[src/rtl/maxpool_rstl_conv_pkg.sv]
// Shared defaults for the conv -> pool slice: map geometry, word width,
// derived word counts and address widths, plus the pooling FSM state type.
package maxpool_rstl_conv_pkg;

    localparam int unsigned DEF_DATA_W     = 8;
    localparam int unsigned DEF_IMG_W      = 26;
    localparam int unsigned DEF_IMG_H      = 26;
    localparam int unsigned DEF_MAP_WORDS  = DEF_IMG_W * DEF_IMG_H;
    localparam int unsigned DEF_POOL_WORDS = (DEF_IMG_W / 2) * (DEF_IMG_H / 2);
    localparam int unsigned DEF_RD_ADDR_W  = $clog2(DEF_MAP_WORDS);
    localparam int unsigned DEF_WR_ADDR_W  = $clog2(DEF_POOL_WORDS);

    typedef enum logic [1:0] {
        ST_IDLE,
        ST_READ,
        ST_DRAIN,
        ST_DONE
    } state_t;

endpackage

[src/rtl/maxpool_rstl_conv_pool_addr_gen.sv]
// Read-address generator: walks 2x2 windows row-major, 4 reads per window,
// building addresses from incremental row-base/column registers (no multiply).
module maxpool_rstl_conv_pool_addr_gen
    import maxpool_rstl_conv_pkg::*;
#(
    parameter int unsigned IMG_W     = DEF_IMG_W,
    parameter int unsigned IMG_H     = DEF_IMG_H,
    parameter int unsigned RD_ADDR_W = DEF_RD_ADDR_W
) (
    input  logic                 clk,
    input  logic                 rst,
    input  logic                 load,
    output logic                 rd_en,
    output logic [RD_ADDR_W-1:0] rd_addr,
    output logic [1:0]           k,
    output logic                 last
);

    localparam int unsigned PW = IMG_W / 2;
    localparam int unsigned PH = IMG_H / 2;
    localparam int unsigned CW = $clog2(PW + 1);
    localparam int unsigned RW = $clog2(PH + 1);
    localparam logic [RD_ADDR_W-1:0] LINE     = RD_ADDR_W'(IMG_W);
    localparam logic [RD_ADDR_W-1:0] ROW_STEP = RD_ADDR_W'(2 * IMG_W);

    logic [CW-1:0]        pc_q, pc_d;
    logic [RW-1:0]        pr_q, pr_d;
    logic [1:0]           k_q, k_d;
    logic [RD_ADDR_W-1:0] row_base_q, row_base_d;
    logic [RD_ADDR_W-1:0] col_q, col_d;
    logic [RD_ADDR_W-1:0] rd_addr_q, rd_addr_d;
    logic                 rd_en_q, rd_en_d;
    logic                 last_rd;

    assign last_rd = rd_en_q && (k_q == 2'd3) && (pc_q == CW'(PW - 1)) && (pr_q == RW'(PH - 1));

    always_comb begin
        pc_d       = pc_q;
        pr_d       = pr_q;
        k_d        = k_q;
        row_base_d = row_base_q;
        col_d      = col_q;
        rd_en_d    = rd_en_q;
        if (load) begin
            pc_d       = '0;
            pr_d       = '0;
            k_d        = '0;
            row_base_d = '0;
            col_d      = '0;
            rd_en_d    = 1'b1;
        end else if (rd_en_q) begin
            if (last_rd) begin
                rd_en_d = 1'b0;
            end else if (k_q == 2'd3) begin
                k_d = '0;
                if (pc_q == CW'(PW - 1)) begin
                    pc_d       = '0;
                    col_d      = '0;
                    pr_d       = pr_q + 1'b1;
                    row_base_d = row_base_q + ROW_STEP;
                end else begin
                    pc_d  = pc_q + 1'b1;
                    col_d = col_q + RD_ADDR_W'(2);
                end
            end else begin
                k_d = k_q + 1'b1;
            end
        end
        // k[1] selects the lower row of the window, k[0] the right column
        rd_addr_d = row_base_d + col_d + (k_d[1] ? LINE : '0)
                  + {{(RD_ADDR_W-1){1'b0}}, k_d[0]};
    end

    always_ff @(posedge clk) begin
        if (rst) begin
            pc_q       <= '0;
            pr_q       <= '0;
            k_q        <= '0;
            row_base_q <= '0;
            col_q      <= '0;
            rd_addr_q  <= '0;
            rd_en_q    <= 1'b0;
        end else begin
            pc_q       <= pc_d;
            pr_q       <= pr_d;
            k_q        <= k_d;
            row_base_q <= row_base_d;
            col_q      <= col_d;
            rd_addr_q  <= rd_addr_d;
            rd_en_q    <= rd_en_d;
        end
    end

    assign rd_en   = rd_en_q;
    assign rd_addr = rd_addr_q;
    assign k       = k_q;
    assign last    = last_rd;

endmodule

[src/rtl/maxpool_rstl_conv.sv]
// 2x2 stride-2 max pooling over a stored conv result map; emits the pooled
// map as a row-major stream of (address, value) writes.
module maxpool_rstl_conv
    import maxpool_rstl_conv_pkg::*;
#(
    parameter int unsigned IMG_W     = DEF_IMG_W,
    parameter int unsigned IMG_H     = DEF_IMG_H,
    parameter int unsigned DATA_W    = DEF_DATA_W,
    parameter int unsigned RD_ADDR_W = DEF_RD_ADDR_W,
    parameter int unsigned WR_ADDR_W = DEF_WR_ADDR_W
) (
    input  logic                 clk,
    input  logic                 rst,
    input  logic                 start,
    output logic                 busy,
    output logic                 done,
    output logic                 rd_en,
    output logic [RD_ADDR_W-1:0] rd_addr,
    input  logic [DATA_W-1:0]    rd_data,
    output logic                 out_valid,
    output logic [WR_ADDR_W-1:0] out_addr,
    output logic [DATA_W-1:0]    out_data
);

    state_t               state_q, state_d;
    logic                 busy_q, busy_d;
    logic                 done_q, done_d;
    logic                 tag_valid_q, tag_valid_d;
    logic [1:0]           tag_k_q, tag_k_d;
    logic [DATA_W-1:0]    max_q, max_d;
    logic [DATA_W-1:0]    out_data_q, out_data_d;
    logic                 out_valid_q, out_valid_d;
    logic [WR_ADDR_W-1:0] out_addr_q, out_addr_d;
    logic                 start_accept;
    logic                 last_rd;
    logic [1:0]           ag_k;
    logic [DATA_W-1:0]    sample_max;

    assign start_accept = start && (state_q == ST_IDLE);

    maxpool_rstl_conv_pool_addr_gen #(
        .IMG_W     (IMG_W),
        .IMG_H     (IMG_H),
        .RD_ADDR_W (RD_ADDR_W)
    ) u_addr_gen (
        .clk     (clk),
        .rst     (rst),
        .load    (start_accept),
        .rd_en   (rd_en),
        .rd_addr (rd_addr),
        .k       (ag_k),
        .last    (last_rd)
    );

    always_comb begin
        state_d = state_q;
        case (state_q)
            ST_IDLE:  if (start) state_d = ST_READ;
            ST_READ:  if (last_rd) state_d = ST_DRAIN;
            // no reads remain, so the next output pulse is the final window
            ST_DRAIN: if (out_valid_q) state_d = ST_DONE;
            ST_DONE:  state_d = ST_IDLE;
            default:  state_d = ST_IDLE;
        endcase
        busy_d = (state_d == ST_READ) || (state_d == ST_DRAIN);
        done_d = (state_d == ST_DONE);

        tag_valid_d = rd_en;
        tag_k_d     = ag_k;

        sample_max  = ((tag_k_q == 2'd0) || ($signed(rd_data) > $signed(max_q))) ? rd_data : max_q;
        max_d       = max_q;
        out_data_d  = out_data_q;
        out_valid_d = 1'b0;
        if (tag_valid_q) begin
            max_d = sample_max;
            if (tag_k_q == 2'd3) begin
                out_data_d  = sample_max;
                out_valid_d = 1'b1;
            end
        end

        out_addr_d = out_addr_q;
        if (start_accept) out_addr_d = '0;
        else if (out_valid_q) out_addr_d = out_addr_q + 1'b1;
    end

    always_ff @(posedge clk) begin
        if (rst) begin
            state_q     <= ST_IDLE;
            busy_q      <= 1'b0;
            done_q      <= 1'b0;
            tag_valid_q <= 1'b0;
            tag_k_q     <= '0;
            max_q       <= '0;
            out_data_q  <= '0;
            out_valid_q <= 1'b0;
            out_addr_q  <= '0;
        end else begin
            state_q     <= state_d;
            busy_q      <= busy_d;
            done_q      <= done_d;
            tag_valid_q <= tag_valid_d;
            tag_k_q     <= tag_k_d;
            max_q       <= max_d;
            out_data_q  <= out_data_d;
            out_valid_q <= out_valid_d;
            out_addr_q  <= out_addr_d;
        end
    end

    assign busy      = busy_q;
    assign done      = done_q;
    assign out_valid = out_valid_q;
    assign out_addr  = out_addr_q;
    assign out_data  = out_data_q;

endmodule

[config.mk]
export PLATFORM = sky130hd
export DESIGN_NAME = maxpool_rstl_conv
export DESIGN_NICKNAME = d
export VERILOG_FILES = /design/src/rtl/maxpool_rstl_conv_pkg.sv /design/src/rtl/maxpool_rstl_conv_pool_addr_gen.sv /design/src/rtl/maxpool_rstl_conv.sv
export SDC_FILE = /design/constraint.sdc
export NUM_CORES = 1
export LEC_CHECK = 0
export ABC_AREA = 1
export BUFFER_PORTS_ARGS = -buffer_cell sky130_fd_sc_hd__buf_2
export CELL_PAD_IN_SITES_DETAIL_PLACEMENT = 1
export CELL_PAD_IN_SITES_GLOBAL_PLACEMENT = 2
export CORE_UTILIZATION = 31
export DETAILED_ROUTE_END_ITERATION = 16
export GPL_TIMING_DRIVEN = 0
export PLACE_DENSITY = 0.82
export SLEW_MARGIN = 20
export SYNTH_ARGS = -nofsm -noshare
export SYNTH_HDL_FRONTEND = slang
export SYNTH_SLANG_ARGS = --single-unit
export TNS_END_PERCENT = 10
[constraint.sdc]
create_clock -name clk -period 3.21 [get_ports clk]
set_input_delay 0.642 -clock clk [delete_from_list [all_inputs] [get_ports clk]]
set_output_delay 0.642 -clock clk [all_outputs]
set_load 0.005 [all_outputs]
Word level (Yosys, flattened, before mapping). Index checks and enable logic that the tools add are counted.

Input bits: 11. Flip-flop bits (word level): 73.

Reduce and logical (&&, ||, !) cells: 13. $add $sub $neg: 9. Equality and inequality tests: 10. Mux-type cells: 25. Bitwise gates (word level): 2. Magnitude comparators: 1.

Operators with widths (number): $mux W10 (10); $add A10 B10 Y10 (2); $mux W2 (7); $eq A2 B2 Y1 const B (6); $add A10 B1 Y10 (1); $add A10 B2 Y10 const B (1); $add A10 B6 Y10 const B (1); $add A4 B1 Y4 const B (2); $add A8 B1 Y8 const B (1); $eq A4 B4 Y1 const B (2); $gt A8 B8 Y1 (1); $mux W8 (1); $pmux W2 S4 (1); $mux W5 (1); $eq A2 B1 Y1 const B (2); $logic_and A1 B1 Y1 (4); $logic_not A2 Y1 (2); $mux W1 (4); $mux W4 (1); $reduce_and A4 Y1 (1); $reduce_or A2 Y1 (2); $reduce_and A3 Y1 (1); $add A2 B1 Y2 const B (1); $logic_or A1 B1 Y1 (2); other kinds (2) (3).

Logic depth before layout (Yosys ltp).
Depth after elaboration: 10. Depth in mapped cells: 23.

By module. Synthesis repeated with hierarchy kept, for this count alone.

Cell total of the unflattened synthesis: 538. Area total of the unflattened synthesis: 3943.8 sq um.

Modules (own cells, without submodules): maxpool_rstl_conv_pool_addr_gen (instances 1, sequential area each 820.8 sq um, area each 2299.7 sq um, cells each 313); maxpool_rstl_conv (instances 1, sequential area each 640.6 sq um, area each 1644.1 sq um, cells each 225).

Worst setup path before layout. No wires, ideal clock.

Path type: register -> register. Start: register u_addr_gen.pc_q[0]. End: register u_addr_gen.rd_addr_q[7] (netlist: u_addr_gen.rd_addr[7]). Required time: 3.140 ns. Slack: -0.282 ns. Path buffers: 0. Cell stages (with the launch flop): 24. Arrival time: 3.422 ns. Cell sequence: dfxtp_1 > inv_1 > ha_1 > nand3_2 > nor2_4 > nand2_2 > nand2_4 > nor2_1 > inv_2 > a22oi_1 > or2_2 > fa_1 > inv_1 > ha_1 > fa_1 > nand2_1 > inv_1 > o21ai_0 > a21oi_1 > nor2_1 > nor2_1 > nor2_1 > o21ai_0 > a21oi_1.

Cells in the longest elaborated chain, start to end: 9. Elaborated cells between the ends (all ways): 20. Classes of those cells: add/sub: 3; eq/ne: 1; mux: 14; reduce/logical: 2.

Ends and longest elaborated chain: from (decl) (line maxpool_rstl_conv_pool_addr_gen.sv:26) `logic [CW-1:0] pc_q, pc_d;`; from (signal assigned) (line maxpool_rstl_conv_pool_addr_gen.sv:84) `pc_q <= pc_d;`; $eq A4 B4 Y1 * (line maxpool_rstl_conv_pool_addr_gen.sv:35, maxpool_rstl_conv_pool_addr_gen.sv:56); $mux W10 or $logic_and A1 B1 Y1 (tied branches) (line maxpool_rstl_conv_pool_addr_gen.sv:56, maxpool_rstl_conv_pool_addr_gen.sv:35); $mux W10 or $logic_and A1 B1 Y1 (tied branches) (line maxpool_rstl_conv_pool_addr_gen.sv:54, maxpool_rstl_conv_pool_addr_gen.sv:35); $mux W10 or $mux W2 (tied branches) (line maxpool_rstl_conv_pool_addr_gen.sv:52) `if (last_rd) begin`; $mux W10 or $mux W2 (tied branches) (line maxpool_rstl_conv_pool_addr_gen.sv:51) `end else if (rd_en_q) begin`; $mux W10 or $mux W2 (tied branches) (line maxpool_rstl_conv_pool_addr_gen.sv:44) `if (load) begin`; $add A10 B10 Y10 or $mux W5 (tied branches) (line maxpool_rstl_conv_pool_addr_gen.sv:70) `rd_addr_d = row_base_d + col_d + (k_d[1] ? LINE : '0)`; $add A10 B10 Y10 (line maxpool_rstl_conv_pool_addr_gen.sv:70); $add A10 B1 Y10 * (line maxpool_rstl_conv_pool_addr_gen.sv:71) `+ {{(RD_ADDR_W-1){1'b0}}, k_d[0]};`; to (signal assigned) (line maxpool_rstl_conv_pool_addr_gen.sv:89) `rd_addr_q <= rd_addr_d;`; to (decl) (line maxpool_rstl_conv_pool_addr_gen.sv:31) `logic [RD_ADDR_W-1:0] rd_addr_q, rd_addr_d;`.

Every way passes the cells marked *; elsewhere a longest branch is shown, timed or not. A chain may end at the register's enable or synchronous reset.

Final worst setup path. Same ends and word-level chain as after synthesis.

==> key figures <==
Run status
  – Status: finished, violations left
  – Failing checks: setup timing

Cells and area
  – Register cell area after layout: 1470 um2
  – Area delta synth->final: 26.8%
  – Final nets: 644
  – Multi-input logic area: 2250 um2
  – Most frequent cells in the layout: nand2_1 (82), inv_1 (72), dfxtp_1 (68), nor2_1 (65), nand3_1 (48)
  – Layout Utilization: 0.408
  – Most common cell after layout, fill and taps aside: nand2_1
  – Ant diodes: 0
  – Fraction of layout cells with a size suffix above 1: 0.227
  – Number of fill cells in the layout: 1551

CTS
  – Clock transition at path regs: 0.06 ns
  – Max Buffers Root-to-Sink: 2
  – Clk Latency, worst-skew pair: 0.34 ns
  – CTS Buf Count: 9
  – CTS root buf: clkbuf_16
  – Hold Buf Count CTS: 0
  – CTS tree: yes
  – Clock sink count: 73
  – CTS H-tree lvls: 3

Timing
  – Final worst-path cycle share: 1.05
  – Slew headroom: 0.575
  – Setup ws final: -0.155 ns
  – Fin. Hold Viols: 0
  – Fmax: 297 MHz
  – Worst-Margin Slew: 0.632 ns
  – Number of setup violations in the final report: 5
  – Max-slew violations: 0
  – Crit path time final: 3.37 ns
  – Clock Skews: 0.00480 ns
  – Hold slack: 0.436 ns
  – RSZ-0062 raised after global routing: true

Detailed routing
  – Wire length per cell: 13.9 um
  – DRT Wirelength: 10700 um
  – 1st-iter DRT viols: 98
  – DRT Pass-1 Iters: 4
  – Antenna-violating nets left: 0
  – Drt drc: 0
  – Via count: 3612
  – Via density: 4.68

Global routing
  – GR Util met2: 0.321
  – GRT met3 Usage: 0.0249
  – First-pass GRT wire length: 18100 um
  – Met1 Use GR: 0.208
  – Congestion Overflow GR: 0
  – Number of global-route vias before repair: 3822
  – Largest net degree at the start of global routing: 13
  – Initial antenna violation count: 0
  – Global routing's busiest layer: met2
  – Total track usage: 0.179

Yosys
  – Leading area contributor after synthesis: dfxtp_1
  – Post-synth top area share: 0.373
  – Top FF cell, synth: dfxtp_1
  – Synth cell types: 43
  – Synthesized net count: 571
  – Ys async rst share: 0
  – Mean Syn Cell Area: 7.45 um2
  – Post-synthesis sequential area ratio: 0.373
  – Top cells by area, synth: dfxtp_1 (37%), ha_1 (9.6%), nand2_1 (8.1%)
  – Post-Syn Area: 3910 um2
  – Post-Syn Instances: 525
  – EDFF count, synth: 0
  – Ys Warns: 0
  – Synthesis-stage register bit count: 73

Critical path
  – CP endpoint kind: flip-flop
  – Critical Path Start Type: flip-flop
  – R2R Setup Slk: -0.16 ns
  – Worst Path Required: 3.49 ns
  – CP Capture Point: u_addr_gen.rd_addr[7]
  – Crit. Startpoint: u_addr_gen.pc_q[0]
  – CP Max Fanout: 6
  – FF-to-FF Start: u_addr_gen.pc_q[0]
  – Setup CP Type: flip-flop to flip-flop
  – Reg-to-Reg End: u_addr_gen.rd_addr[7]
  – Worst path arrival time: 3.64 ns
  – R2R depth: 23

Power
  – Int Pwr: 1.55 mW
  – Clock share of power: 0.462
  – Lkg Pwr: 2.25 nW
  – Sw Pwr: 0.535 mW
  – Switching Fraction: 0.257
  – Combinational share of power: 0.090
  – Reg power frac: 0.448
  – Pwr dens: 419 nW/um2
  – Worst vdd ir: 0.185 mV

Floorplanning
  – Row count: 40
  – Die width: 114 um
  – Die Area: 13100 um2
  – Core area: 12200 um2
  – Die Ht: 114 um
  – Starting Density: 0.322
  – Ports: 41

Min path
  – WHS Path Cells: 2
  – Hold Path Class: flip-flop to flip-flop

Placed design
  – DP HPWL: 8040 um
  – I/O Buffers: 39
  – RePlAce Congestion: 0.777

Flow run
  – Max Cap Violations: 0
worst max-delay path, cell delays in order, from the launching register on:
cell,delay (ns)
dfxtp_2,0.33
inv_2,0.08
ha_4,0.15
nand3_4,0.07
nor2_4,0.13
nand2_2,0.08
nand2_4,0.11
nor2_4,0.06
inv_4,0.05
a22oi_2,0.08
or2_4,0.26
fa_1,0.55
inv_2,0.05
ha_4,0.15
fa_2,0.34
nand2_2,0.07
inv_2,0.05
o21ai_4,0.15
a21oi_2,0.08
nor2_1,0.08
nor2_1,0.05
nor2_1,0.13
o21ai_1,0.09
a21oi_1,0.11
sequential cells by signal, indices dropped and copies added, names as in the netlist:
signal                 count
u_addr_gen.pc_q            4
out_data                   8
u_addr_gen.col_q          10
busy                       1
max_q                      8
u_addr_gen.k               2
out_addr                   8
out_valid                  1
tag_valid_q                1
state_q                    2
u_addr_gen.pr_q            4
u_addr_gen.row_base_q     10
tag_k_q                    2
u_addr_gen.rd_en           1
u_addr_gen.rd_addr        10
done                       1
cell families after synthesis:
| logic type | Yosys count | share of synthesized area |
|---|---|---|
| flip-flops | 73 | 0.373 |
| buffers and inverters | 94 | 0.0953 |
| multiplexers | 1 | 0.00256 |
| XOR/XNOR | 8 | 0.0179 |
| AND/OR/NAND/NOR | 237 | 0.277 |
| adder cells (fa/ha/maj) | 35 | 0.121 |
| AO/OA/AOI/OAI | 77 | 0.113 |
per-stage QoR:
step	TNS (ns)	power (mW)	cell area [um2]	std cells	setup slack [ns]
2_1_floorplan	-0.0202	1.06	3950	525	-0.0202
3_3_place_gp	-1.36	1.12	4360	732	-0.439
3_5_place_dp	-2.15	1.12	4360	732	-0.564
4_1_cts	-0.336	2.11	4850	763	-0.147
5_1_grt	-1.35	2.17	4960	771	-0.354
6_report	-0.318	2.08	4960	771	-0.155
synthesized netlist by cell type, types with 2 or more instances:
cell type / n
dfxtp_1: 73
nor4_1: 3
xor2_1: 7
ha_1: 30
nand2_2: 3
o21ai_0: 20
nor2_1: 68
nand3_1: 48
buf_4: 2
nand4_1: 4
buf_2: 2
nor3_1: 12
nand2_4: 2
nor3b_1: 2
nand3_2: 4
inv_1: 79
inv_2: 2
o21a_1: 8
nand2_1: 84
a21oi_1: 40
fa_1: 5
clkbuf_1: 6
power by group through the flow:
stage	clock network, mW	registers (mW)	logic, mW
global placement	0	0.951	0.167
finish	0.961	0.932	0.188
floorplan	0	0.950	0.112
detailed placement	0	0.952	0.172
CTS	0.991	0.933	0.184
global route	1.02	0.934	0.215
timing repair:
| action | in CTS | in global routing |
|---|---|---|
| setup buffers | 15 | 8 |
| resized for setup | 27 | 13 |
| pin swaps | 10 | 18 |
| setup endpoints to repair | 7 | 6 |
layer usage:
metal / share of wire / wire (um)
met5: 0 / 0
met4: 0.026 / 282
met3: 0.020 / 219
met2: 0.50 / 5390
met1: 0.45 / 4850
worst min-delay path by stage:
stage / end / slack [ns] / start
floorplan: u_addr_gen.row_base_q[0] / 0.42 / u_addr_gen.row_base_q[0]
global placement: u_addr_gen.row_base_q[0] / 0.43 / u_addr_gen.row_base_q[0]
detailed placement: u_addr_gen.row_base_q[0] / 0.43 / u_addr_gen.row_base_q[0]
CTS: u_addr_gen.row_base_q[0] / 0.44 / u_addr_gen.row_base_q[0]
global route: u_addr_gen.row_base_q[0] / 0.49 / u_addr_gen.row_base_q[0]
finish: u_addr_gen.row_base_q[0] / 0.44 / u_addr_gen.row_base_q[0]
cell type report:
type,instances,area share
Clock buffer,11,0.0509
Buffer,11,0.0126
Timing Repair Buffer,62,0.0741
Tap cell,168,0.0423
Clock inverter,5,0.00605
Multi-Input combinational cell,358,0.453
Sequential cell,73,0.296
Inverter,83,0.0648
Power figures use the tool's default switching activity.
